**config.mk**
```make
export PLATFORM = sky130hd
export DESIGN_NAME = tcu_job_arbiter
export DESIGN_NICKNAME = d
export VERILOG_FILES = /design/src/rtl/tcu_job_arbiter.sv
export SDC_FILE = /design/constraint.sdc
export NUM_CORES = 1
export LEC_CHECK = 0
export ABC_AREA = 1
export BUFFER_PORTS_ARGS = -buffer_cell sky130_fd_sc_hd__buf_2
export CAP_MARGIN = 20
export CORE_MARGIN = 2
export CORE_UTILIZATION = 58
export CTS_CLUSTER_DIAMETER = 100
export CTS_CLUSTER_SIZE = 8
export DETAILED_ROUTE_END_ITERATION = 8
export GPL_TIMING_DRIVEN = 0
export PLACE_DENSITY = 0.83
export SLEW_MARGIN = 15
export SYNTH_ARGS = -nofsm -noshare
export SYNTH_HDL_FRONTEND = slang
export SYNTH_SLANG_ARGS = --single-unit
```
**constraint.sdc**
```tcl
create_clock -name clk -period 2.3 [get_ports clk]
set_input_delay 0.46 -clock clk [delete_from_list [all_inputs] [get_ports clk]]
set_output_delay 0.46 -clock clk [all_outputs]
set_load 0.01 [all_outputs]
```
**src/rtl/tcu_job_arbiter.sv**
```systemverilog
// ---------------------------------------------------------------------------
// tcu_job_arbiter
//   Grants a shared TCU to one of two requesters for a full job: stream
//   DEPTH_INPUT input words in, run COMPUTE_DEPTH compute cycles, stream
//   DEPTH_OUTPUT result words out, then pulse done for the owner.
//   Ties between requesters are broken round-robin (requester 0 first
//   after reset).
//
//   Optional watchdog: define TCU_ARB_TIMEOUT_EN to abort a job after
//   TIMEOUT_CYCLES consecutive stall cycles in LOAD or UNLOAD (err pulse,
//   no done). Without the macro err is tied low and stalls are unbounded.
//
// Ports
//   clk        in   clock, rising edge
//   rst        in   synchronous active-high reset
//   req[1:0]   in   level job request per requester
//   gnt[1:0]   out  one-hot TCU ownership for the whole job
//   in_valid   in   input word present from the owner
//   in_ready   out  input word accepted (LOAD)
//   in_idx     out  current input word index
//   tcu_start  out  one-cycle pulse in the first COMPUTE cycle
//   out_valid  out  result word available (UNLOAD)
//   out_ready  in   owner takes the result word
//   out_idx    out  current result word index
//   busy       out  high outside IDLE
//   done[1:0]  out  one-cycle completion pulse for the owner
//   err        out  one-cycle watchdog abort pulse
// ---------------------------------------------------------------------------
module tcu_job_arbiter #(
    parameter int unsigned DEPTH_INPUT    = 48,
    parameter int unsigned DEPTH_OUTPUT   = 16,
    parameter int unsigned COMPUTE_DEPTH  = 12,
    parameter int unsigned TIMEOUT_CYCLES = 1024
) (
    input  logic       clk,
    input  logic       rst,
    input  logic [1:0] req,
    output logic [1:0] gnt,
    input  logic       in_valid,
    output logic       in_ready,
    output logic [5:0] in_idx,
    output logic       tcu_start,
    output logic       out_valid,
    input  logic       out_ready,
    output logic [3:0] out_idx,
    output logic       busy,
    output logic [1:0] done,
    output logic       err
);

    localparam int unsigned CW = $clog2(COMPUTE_DEPTH + 1);
    localparam logic [5:0]    LAST_IN  = 6'(DEPTH_INPUT - 1);
    localparam logic [3:0]    LAST_OUT = 4'(DEPTH_OUTPUT - 1);
    localparam logic [CW-1:0] LAST_CMP = CW'(COMPUTE_DEPTH - 1);

    // Index ports are fixed-width, so the depths must fit them.
    if (DEPTH_INPUT < 1 || DEPTH_INPUT > 64 || DEPTH_OUTPUT < 1 || DEPTH_OUTPUT > 16 ||
        COMPUTE_DEPTH < 1 || TIMEOUT_CYCLES < 1) begin : g_bad_params
        $error("tcu_job_arbiter: parameter out of range");
    end

    typedef enum logic [2:0] {StIdle, StLoad, StCompute, StUnload, StDone} state_e;

    state_e        state_q;
    logic          owner_q;    // requester currently holding the TCU
    logic          prio_q;     // requester that wins a tie
    logic [CW-1:0] cmp_cnt_q;
    logic          pick;
    logic          in_beat;
    logic          out_beat;

    assign in_beat  = in_valid & in_ready;
    assign out_beat = out_valid & out_ready;

    always_comb begin
        pick = 1'b0;
        unique case (req)
            2'b10:   pick = 1'b1;
            2'b11:   pick = prio_q;
            default: pick = 1'b0;
        endcase
    end

`ifdef TCU_ARB_TIMEOUT_EN
    localparam int unsigned WW = $clog2(TIMEOUT_CYCLES + 1);
    localparam logic [WW-1:0] LAST_WDOG = WW'(TIMEOUT_CYCLES - 1);

    logic [WW-1:0] wdog_q;
    logic          err_q;
    logic          stall;

    assign stall = (state_q == StLoad && !in_beat) || (state_q == StUnload && !out_beat);
    assign err   = err_q;
`else
    assign err = 1'b0;
`endif

    always_ff @(posedge clk) begin
        if (rst) begin
            state_q   <= StIdle;
            owner_q   <= 1'b0;
            prio_q    <= 1'b0;
            cmp_cnt_q <= '0;
            gnt       <= 2'b00;
            in_ready  <= 1'b0;
            in_idx    <= '0;
            tcu_start <= 1'b0;
            out_valid <= 1'b0;
            out_idx   <= '0;
            busy      <= 1'b0;
            done      <= 2'b00;
`ifdef TCU_ARB_TIMEOUT_EN
            wdog_q    <= '0;
            err_q     <= 1'b0;
`endif
        end else begin
            tcu_start <= 1'b0;
            done      <= 2'b00;
            unique case (state_q)
                StIdle: begin
                    if (|req) begin
                        state_q  <= StLoad;
                        owner_q  <= pick;
                        gnt      <= pick ? 2'b10 : 2'b01;
                        in_ready <= 1'b1;
                        busy     <= 1'b1;
                    end
                end
                StLoad: begin
                    if (in_beat) begin
                        if (in_idx == LAST_IN) begin
                            state_q   <= StCompute;
                            in_idx    <= '0;
                            in_ready  <= 1'b0;
                            tcu_start <= 1'b1;
                            cmp_cnt_q <= '0;
                        end else begin
                            in_idx <= in_idx + 6'd1;
                        end
                    end
                end
                StCompute: begin
                    if (cmp_cnt_q == LAST_CMP) begin
                        state_q   <= StUnload;
                        out_valid <= 1'b1;
                    end else begin
                        cmp_cnt_q <= cmp_cnt_q + 1'b1;
                    end
                end
                StUnload: begin
                    if (out_beat) begin
                        if (out_idx == LAST_OUT) begin
                            state_q   <= StDone;
                            out_valid <= 1'b0;
                            out_idx   <= '0;
                            gnt       <= 2'b00;
                            done      <= owner_q ? 2'b10 : 2'b01;
                            prio_q    <= ~owner_q;
                        end else begin
                            out_idx <= out_idx + 4'd1;
                        end
                    end
                end
                StDone: begin
                    state_q <= StIdle;
                    busy    <= 1'b0;
                end
                default: state_q <= StIdle;
            endcase
`ifdef TCU_ARB_TIMEOUT_EN
            // Later assignments override the case above on abort.
            err_q <= 1'b0;
            if (stall) begin
                if (wdog_q == LAST_WDOG) begin
                    state_q   <= StIdle;
                    gnt       <= 2'b00;
                    in_ready  <= 1'b0;
                    out_valid <= 1'b0;
                    in_idx    <= '0;
                    out_idx   <= '0;
                    busy      <= 1'b0;
                    err_q     <= 1'b1;
                    prio_q    <= ~owner_q;
                    wdog_q    <= '0;
                end else begin
                    wdog_q <= wdog_q + 1'b1;
                end
            end else begin
                wdog_q <= '0;
            end
`endif
        end
    end

endmodule

```
---- Word-level counts from Yosys, hierarchy flattened ----
Index checks and enable logic that the tools add are counted.
operators by class
  $add $sub $neg .......................... 3
  equality and inequality tests ........... 16
  mux-type cells .......................... 30
  bitwise gates (word level) .............. 8
  reduce and logical (&&, ||, !) cells .... 19
operators by type and width
  kind                   count
  $mux W3                6
  $mux W4                4
  $reduce_and A4 Y1      4
  $ne A2 B2 Y1 const B   7
  $pmux W3 S4            1
  $mux W2                5
  $reduce_bool A2 Y1     5
  $add A4 B1 Y4 const B  2
  $eq A4 B4 Y1 const B   2
  $pmux W1 S2            4
  $pmux W4 S2            1
  $reduce_and A2 Y1      4
  $mux W1                7
  $add A6 B1 Y6 const B  1
  $eq A3 B2 Y1 const B   2
  $eq A6 B6 Y1 const B   1
  $mux W6                1
  $not A1 Y1             6
  $reduce_and A6 Y1      1
  $eq A2 B2 Y1 const B   2
  $pmux W2 S2            1
  $reduce_or A4 Y1       1
  $eq A3 B1 Y1 const B   1
  $eq A3 B3 Y1 const B   1
  other kinds (5)        6
storage, ports and cells
  bits in registers ....................... 27
  input port bits ......................... 6

---- Longest topological paths before layout ----
Gate-level depths: netlist (run 1).
  depth after elaboration ................. 5
  gate-level depth with buffers ........... 9
  gate-level depth less buffers ........... 9

---- Least setup slack after synthesis (run 1) ----
Ideal clock, no wire load.
  path kind ............................... reg2reg
  from .................................... reg in_idx[0]
  to ...................................... reg state_q[0]
  library setup time ...................... 0.113 ns
  arrival time ............................ 1.363 ns
  data required time ...................... 2.187 ns
  setup slack ............................. 0.824 ns
  stages on the path, launching flop included .. 9
  buffers on the path ..................... 0
  path through ............................ dfxtp_1 ha_1 inv_1 nor2_1 nand3_1 nand2_4 nand3_1 nor2_1 nor2_1
on the way
  word-level cells in the longest chain between the ends .. 3
RTL lines
  what                         RTL line  source
  start, declared              41        output logic [5:0] in_idx,
  start signal, assigned       138       in_idx <= in_idx + 6'd1;
  $eq A6 B6 Y1                 131       if (in_idx == LAST_IN) begin
  $ne A2 B2 Y1 (no line)       --
  $reduce_and A6 Y1 (no line)  --
  end signal, assigned         132       state_q <= StCompute;
  end signal, assigned         144       state_q <= StUnload;
  end signal, assigned         153       state_q <= StDone;
  end, declared                64        state_e state_q;
Every way passes these cells.
A chain may end at the register's enable or synchronous reset.

---- Final worst setup path (run 1) ----
Same ends and word-level chain as after synthesis.

==> results of run 1 <==
cells in the final DEF (no fill, tap or decap):
master,n
conb_1,1
ha_1,3
o31ai_1,1
nand3b_1,1
xor2_1,3
nor2_4,1
nor2_2,2
nand2_4,1
nand2_1,39
clkbuf_8,1
buf_4,1
or2_0,1
or2_2,1
buf_2,23
dfxtp_1,27
clkbuf_4,3
nor3_1,1
nand2_2,2
nand4_1,5
clkbuf_1,1
o21bai_1,1
inv_1,30
a21oi_1,13
o21ai_0,6
xnor2_1,1
nor2_1,32
clkinvlp_4,1
nand3_1,17
and2_1,1
report_power, final:
| group | switching [uW] | internal, uW | total [uW] |
|---|---|---|---|
| sequential | 64.0 | 535 | 599 |
| clock | 141 | 66.5 | 207 |
| combinational | 329 | 174 | 503 |
metrics by stage:
stage          worst slack [ns]  instances
3_3_place_gp              0.735        244
2_1_floorplan             0.824        193
3_5_place_dp              0.619        244
5_1_grt                   0.386        248
6_report                  0.579        248
4_1_cts                   0.603        248
area by class of cell:
cell class | count | area, um^2
clock inverters | 1 | 7.51
multi-input cells | 133 | 648
flip-flops and latches | 27 | 541
repair buffers | 23 | 115
fillers | 188 | 684
plain buffers | 3 | 25.0
clock buffers | 3 | 22.5
inverters | 30 | 113
well taps | 28 | 35.0
worst paths after layout:
path	startpoint	to	slack [ns]	cells past startpoint
hold reg to reg	gnt[1]	gnt[1]	0.47	2
hold / removal	rst	done[0]	0.41	4
setup / recovery	in_idx[0]	state_q[0]	0.58	9
setup reg to reg	in_idx[0]	state_q[0]	0.58	9
state kept, by name, summed over array words and instances (netlist names), 2 cells and up:
signal / cells
cmp_cnt_q: 4
done: 2
gnt: 2
in_idx: 6
out_idx: 4
state_q: 3
worst max-delay path: cells and delay by family (launching register included):
kind                     cells  cell delay, ns
adder cells (fa/ha/maj)      1            0.21
buffers and inverters        1            0.05
flip-flops                   1            0.48
AND/OR/NAND/NOR              7            0.92
cell families (layout without fill, tap and decap cells):
| group | count (synthesis) | after routing | share of synthesized area, % |
|---|---|---|---|
| flops | 27 | 27 | 40.8 |
| simple gates | 104 | 104 | 34.8 |
| buf+inv | 33 | 60 | 10.4 |
| other cells | 1 | 1 | 0.283 |
| fa+ha+maj | 3 | 3 | 2.83 |
| xor+xnor | 4 | 4 | 2.64 |
| compound gates | 21 | 21 | 8.30 |
synth_stat cells:
| library cell | number | area [um^2] |
|---|---|---|
| nor2_2 | 2 | 12.5 |
| dfxtp_1 | 27 | 541 |
| clkbuf_8 | 1 | 13.8 |
| nand3_1 | 17 | 85.1 |
| nand2_1 | 39 | 146 |
| nor2_1 | 32 | 120 |
| nand2_2 | 2 | 12.5 |
| nand4_1 | 5 | 31.3 |
| nor2_4 | 1 | 11.3 |
| or2_2 | 1 | 6.26 |
| and2_1 | 1 | 6.26 |
| conb_1 | 1 | 3.75 |
| o21bai_1 | 1 | 7.51 |
| xnor2_1 | 1 | 8.76 |
| nand3b_1 | 1 | 7.51 |
| inv_1 | 30 | 113 |
| nand2_4 | 1 | 11.3 |
| o21ai_0 | 6 | 30.0 |
| ha_1 | 3 | 37.5 |
| o31ai_1 | 1 | 7.51 |
| or2_0 | 1 | 6.26 |
| xor2_1 | 3 | 26.3 |
| clkbuf_1 | 1 | 3.75 |
| buf_4 | 1 | 7.51 |
| nor3_1 | 1 | 5.00 |
| a21oi_1 | 13 | 65.1 |
routing by layer:
| layer | GRT usage [%] | routed length, um | vias to the layer above |
|---|---|---|---|
| met2 | 39.5 | 1250 | 31 |
| met5 | 0 | 0 | - |
| met4 | 8.33 | 38 | 0 |
| met3 | 3.74 | 138 | 6 |
| met1 | 27.9 | 1250 | 554 |
| li1 | - | - | 658 |
==> reports/metrics.cfg, run 1 <==
[worst_setup_path]
cp_slowest_cell=dfxtp_1
crit_chain=ha_1 > inv_1 > nor2_1 > nand3_1 > nand2_4 > nand3_1 > nand2_1 > nand2_1 > nor2_1
worstPathRequired_ns=2.57
slowest_delay_ns=0.48
path_max_fanout=7
endpoint_kind=flop
start_kind=flop
arrival_ns=1.99
path_class=flop to flop

[drt]
drc=0
viasPerCell=5.04
wl_per_cell_um=10.8
vias=1249
drtIter0Drc=34
wirelength_mm=2.68
dr.pass1.iters=4
drtAntennaViolNets=0

[global_route]
track_usage_pct=22.7
grt_pass1_vias=1168
grt-ovfl-total=0
grt_antenna_before_repair=0
grt_pass1_wl_mm=4.64
grt_max_degree=17

[clock_network]
clk-insertion-delay-late_ns=0.33
numCtsBuffers=3
cts_setup_buffers=0
path_clk_slew_ns=0.15
clk_path_buf_depth=2
cts_hold_buffers=0
clock-sinks=27
cts_root_buffer=clkbuf_4
cts_resized=0
ctsHtreeMaxLevel=1
cts_tree=yes

[timing]
fin_crit_ns=1.72
hold_viol_final=0
clock.fmax_mhz=581
setup_viol=0
rsz0062_at_grt=false
tns_ns=0
slew_violations=0
fin_crit_sh_pct=74.8
skew_ns=0.00675
hold_ws_ns=0.408

[layout]
nNetsFinal=230
utilization_pct=68.8
fin_area_mm2=0.00151
drive_above_1_share_pct=16.4
area_growth_pct=13.6
n_antenna_cell=0

[pwr]
vdd_drop_max_uv=538
p_total_uw=1310
power_leakage_uw=0.000768
pwr_density_cell_mw_per_mm2=869

[place]
routabilityCongestion=0.847
post-dp-hpwl_mm=2.08
port-buffer-count=23
placed_area_mm2=0.00148

[floorplan]
fp.dieH_um=51.8
core.rowCount=17
io_pins=25
coreArea_mm2=0.00219
fp.dieW_um=51.8
die-area_mm2=0.00269
start_util_pct=60.5

[yosys]
ys_seq_area_share_pct=40.8
synth_seq_cells=27
yosys_warnings=0
synth_cells=193
synthDistinctLibCells=26
syn-num-nets=202
netlist_area_mm2=0.00133
syn_avg_cell_area_um2=6.87

[hold_path]
hp-class=input pin to flop

[flow_run]
drv_cap=0

[run_status]
outcome=finished clean

No activity file was read; power rests on OpenSTA's default activity.
==> run 2, diff against run 1 <==
Settings changed: CORE_UTILIZATION 58 to 48, PLACE_DENSITY 0.83 to 0.73.
Clock period 2.3 ns to 1.43 ns, I/O delays scaled along.
==> reports/metrics.cfg, run 2 (synthesis results as in run 1) <==
[global_route]
grt_pass1_wl_mm=4.42
grt_pass1_vias=1065
track_usage_pct=17.1
grt_max_degree=15
grt_antenna_before_repair=0
grt-ovfl-total=0

[worst_setup_path]
endpoint_kind=flop
path_max_fanout=6
path_buf_inv=1
worstPathRequired_ns=1.66
path_class=flop to flop
start_kind=flop
r2r_slack_ns=0.1
crit_family=simple AND/OR/NAND/NOR gates
arrival_ns=1.57
regToRegEndpoint=cmp_cnt_q[1]
setup.worst_path.start=in_idx[0]
slowest_delay_ns=0.38
cp.depth=8
crit_chain=ha_1 > inv_1 > nor2_4 > nand3_2 > nand2_4 > nand2_2 > a21oi_1 > nor2_1
cp_slowest_cell=dfxtp_4
reg2reg_depth=8
timing.rr.start=in_idx[0]

[layout]
area_growth_pct=23.8
largest_reg_flops=6
fillCellCount=266
layout_commonest_cell=nand2_1
regMostFlops=in_idx
largestRegisters=in_idx x6, cmp_cnt_q x4, out_idx x4
final_cell_mix=nand2_1, inv_1, nor2_1, buf_2, dfxtp_1
fin_cells=256
nNetsFinal=235
drive_above_1_share_pct=26.2
utilization_pct=61.1
n_antenna_cell=0

[clock_network]
cts_root_buffer=clkbuf_4
path_clk_slew_ns=0.14
numCtsBuffers=3
clk_path_buf_depth=2
ctsHtreeMaxLevel=1
clock-sinks=27
cts_tree=yes
clk-insertion-delay-late_ns=0.32

[place]
place_inst=247
dp_slack_ns=-0.114
post-dp-hpwl_mm=1.93
port-buffer-count=23
routabilityCongestion=0.797

[hold_path]
min_to=done[0]
hp-class=input pin to flop
whs_path_depth=4
holdCritStartpoint=rst

[drt]
wl_per_cell_um=10.3
wirelength_mm=2.62
drtIter0Drc=28
drtAntennaViolNets=0
viasPerCell=4.91
drc=0
dr.pass1.iters=4
vias=1257

[timing]
hold_viol_final=0
fin_crit_ns=1.33
rsz0062_at_grt=true
fin_ws_ns=0.0980
slew_violations=0
skew_ns=0.00385
fin_crit_sh_pct=93.1
clock.fmax_mhz=751
worst_pin_slew_ns=0.502
tns_ns=0
setup_viol=0
relSlewSlack_pct=66.6

[floorplan]
fp.dieH_um=56.6
start_util_pct=49.4
coreArea_mm2=0.00269
io_pins=25
core.rowCount=19
die-area_mm2=0.00320
fp.dieW_um=56.6

[pwr]
power_leakage_uw=0.000806
p_total_uw=2200
vdd_drop_max_uv=1050
pwr_density_cell_mw_per_mm2=1340

[run_status]
outcome=finished clean

[flow_run]
drv_cap=0

run 2: worst reg2reg max path: stages, from the launching register on:
cell and delay, ns:
dfxtp_4 0.38, ha_1 0.16, inv_1 0.08, nor2_4 0.13, nand3_2 0.10, nand2_4 0.12, nand2_2 0.10, a21oi_1 0.13
nor2_1 0.05
run 2: metrics by stage:
step / instance area, um^2 / hold WS [ns]
2_1_floorplan: 1330 / 0.439
3_3_place_gp: 1480 / 0.452
3_5_place_dp: 1480 / 0.452
4_1_cts: 1520 / 0.230
5_1_grt: 1640 / 0.257
6_report: 1640 / 0.230
run 2: area by class of cell:
class	count	area (um^2)	area share [%]
inverter	30	113	6.86
buffer	3	25.0	1.52
tap	31	38.8	2.36
timing repair buffer	28	153	9.30
multi-input combinational	133	728	44.4
clock buffer	4	26.3	1.60
sequential	27	558	34.0
run 2: how the worst max path moves through the flow:
stage | to | slack [ns]
after floorplan | state_q[0] | 0.02
after global routing | cmp_cnt_q[1] | -0.03
after detailed placement | state_q[0] | -0.11
final | cmp_cnt_q[1] | 0.1
after CTS | state_q[0] | 0.0006
after global placement | state_q[0] | -0.09
run 2: what timing repair did:
action	4_1_cts	5_1_grt
pin swaps	0	6
endpoints found under the setup margin	6	16
hold buffers	0	0
resized for setup	5	24
endpoints found under the hold margin	0	0
buffers inserted	0	5
run 2: metal layers:
metal	routed length (um)	vias to the layer above	GRT usage, %
li1	-	671	-
met1	1340	561	25.0
met2	1170	20	25.6
met3	77	5	2.30
met4	38	0	6.12
met5	0	-	0
run 2: power breakdown:
| part | leakage, uW | switching [uW] | internal (uW) |
|---|---|---|---|
| Combinational | 0.000567 | 547 | 330 |
| Clock | 0.0000150 | 225 | 109 |
| Sequential | 0.000224 | 117 | 870 |
==> run 3, diff against run 2 <==
Settings changed: RECOVER_POWER set to 50.
==> reports/metrics.cfg, run 3 (synthesis results as in run 1) <==
[run_status]
outcome=finished clean

[clock_network]
clock-sinks=27
ctsHtreeMaxLevel=1
cts_tree=yes
clk_path_buf_depth=2
numCtsBuffers=3
clk-insertion-delay-late_ns=0.32
cts_hold_buffers=0
path_clk_slew_ns=0.14
cts_root_buffer=clkbuf_4

[layout]
multi_input_area_um2=728
largestRegisters=in_idx x6, cmp_cnt_q x4, out_idx x4
final_cell_mix=nand2_1, inv_1, nor2_1, dfxtp_1, buf_2
layout_commonest_cell=nand2_1
nNetsFinal=235
regArea_um2=558
regMostFlops=in_idx
fin_cells=256
largest_reg_flops=6
area_growth_pct=23.4
fillCellCount=265
n_antenna_cell=0
drive_above_1_share_pct=24.4

[timing]
rsz0062_at_grt=true
setup_viol=0
fin_crit_sh_pct=93.1
relSlewSlack_pct=66.6
skew_ns=0.00379
hold_viol_final=0
tns_ns=0
clock.fmax_mhz=751
fin_crit_ns=1.33
worst_pin_slew_ns=0.501
slew_violations=0

[worst_setup_path]
cp_slowest_cell=dfxtp_4
arrival_ns=1.57
path_class=flop to flop
start_kind=flop
path_buf_inv=1
worstPathRequired_ns=1.66
crit_chain=ha_1 > inv_1 > nor2_4 > nand3_2 > nand2_4 > nand2_2 > a21oi_1 > nor2_1
path_max_fanout=6
endpoint_kind=flop
slowest_delay_ns=0.38
crit_family=simple AND/OR/NAND/NOR gates

[place]
place_inst=247
post-dp-hpwl_mm=1.93
port-buffer-count=23
routabilityCongestion=0.797

[floorplan]
core.rowCount=19
coreArea_mm2=0.00269
die-area_mm2=0.00320
fp.dieW_um=56.6
io_pins=25
start_util_pct=49.4
fp.dieH_um=56.6

[drt]
drtAntennaViolNets=0
wirelength_mm=2.63
wl_per_cell_um=10.3
drtIter0Drc=28
viasPerCell=4.91
drc=0
dr.pass1.iters=4
vias=1256

[pwr]
power_leakage_uw=0.000788
pwr_density_cell_mw_per_mm2=1340
vdd_drop_max_uv=1050

[global_route]
track_usage_pct=17.1
grt_max_degree=15
grt_pass1_vias=1065
grt_pass1_wl_mm=4.42
grt_antenna_before_repair=0
grt-ovfl-total=0

[flow_run]
drv_cap=0

[hold_path]
hp-class=input pin to flop

[run 3: where the power goes]
part           leakage (uW)  internal (uW)  switching [uW]
Clock             0.0000150            109             225
Sequential         0.000224            870             117
Combinational      0.000550            329             547
[run 3: repair_timing]
action | in CTS | in global routing
gates resized for setup | 5 | 24
endpoints found under the setup margin | 6 | 16
setup buffers | 0 | 5
pin swaps | 0 | 6
[run 3: cell type report]
type	instances	area share, %
Timing Repair Buffer	28	9.02
Buffer	3	1.53
Tap cell	31	2.37
Multi-Input combinational cell	133	44.5
Sequential cell	27	34.1
Inverter	30	6.88
Clock buffer	4	1.61
[run 3: layer usage]
metal	share of wire [%]	up-vias	global-route usage [%]
li1	-	671	-
met1	51	560	25.0
met2	44	20	25.6
met3	3.0	5	2.30
met4	1.4	0	6.12
met5	0	-	0
[run 3: stage by stage]
step | utilization [%] | area (um^2) | power, uW | setup slack [ns] | hold slack [ns]
2_1_floorplan | - | 1330 | 1580 | 0.0163 | 0.439
3_3_place_gp | 55.1 | 1480 | 1750 | -0.0895 | 0.452
3_5_place_dp | 55.1 | 1480 | 1760 | -0.114 | 0.452
4_1_cts | 56.6 | 1520 | 2090 | 0.000557 | 0.230
5_1_grt | 60.9 | 1640 | 2370 | -0.0270 | 0.257
6_report | 60.9 | 1640 | 2200 | 0.0981 | 0.230
[run 3: worst reg2reg max path: stages (launching register included)]
cell and delay (ns):
dfxtp_4 0.38, ha_1 0.16, inv_1 0.08, nor2_4 0.13
nand3_2 0.10, nand2_4 0.12, nand2_2 0.10, a21oi_1 0.13
nor2_1 0.05
[run 3: path summary, 6_finish.rpt]
check | start | to | slack (ns) | cells after the start
worst max-delay path | in_idx[0] | cmp_cnt_q[1] | 0.1 | 8
worst min-delay path | rst | done[0] | 0.23 | 4
worst max register to register | in_idx[0] | cmp_cnt_q[1] | 0.1 | 8
worst min register to register | in_ready | in_ready | 0.47 | 2
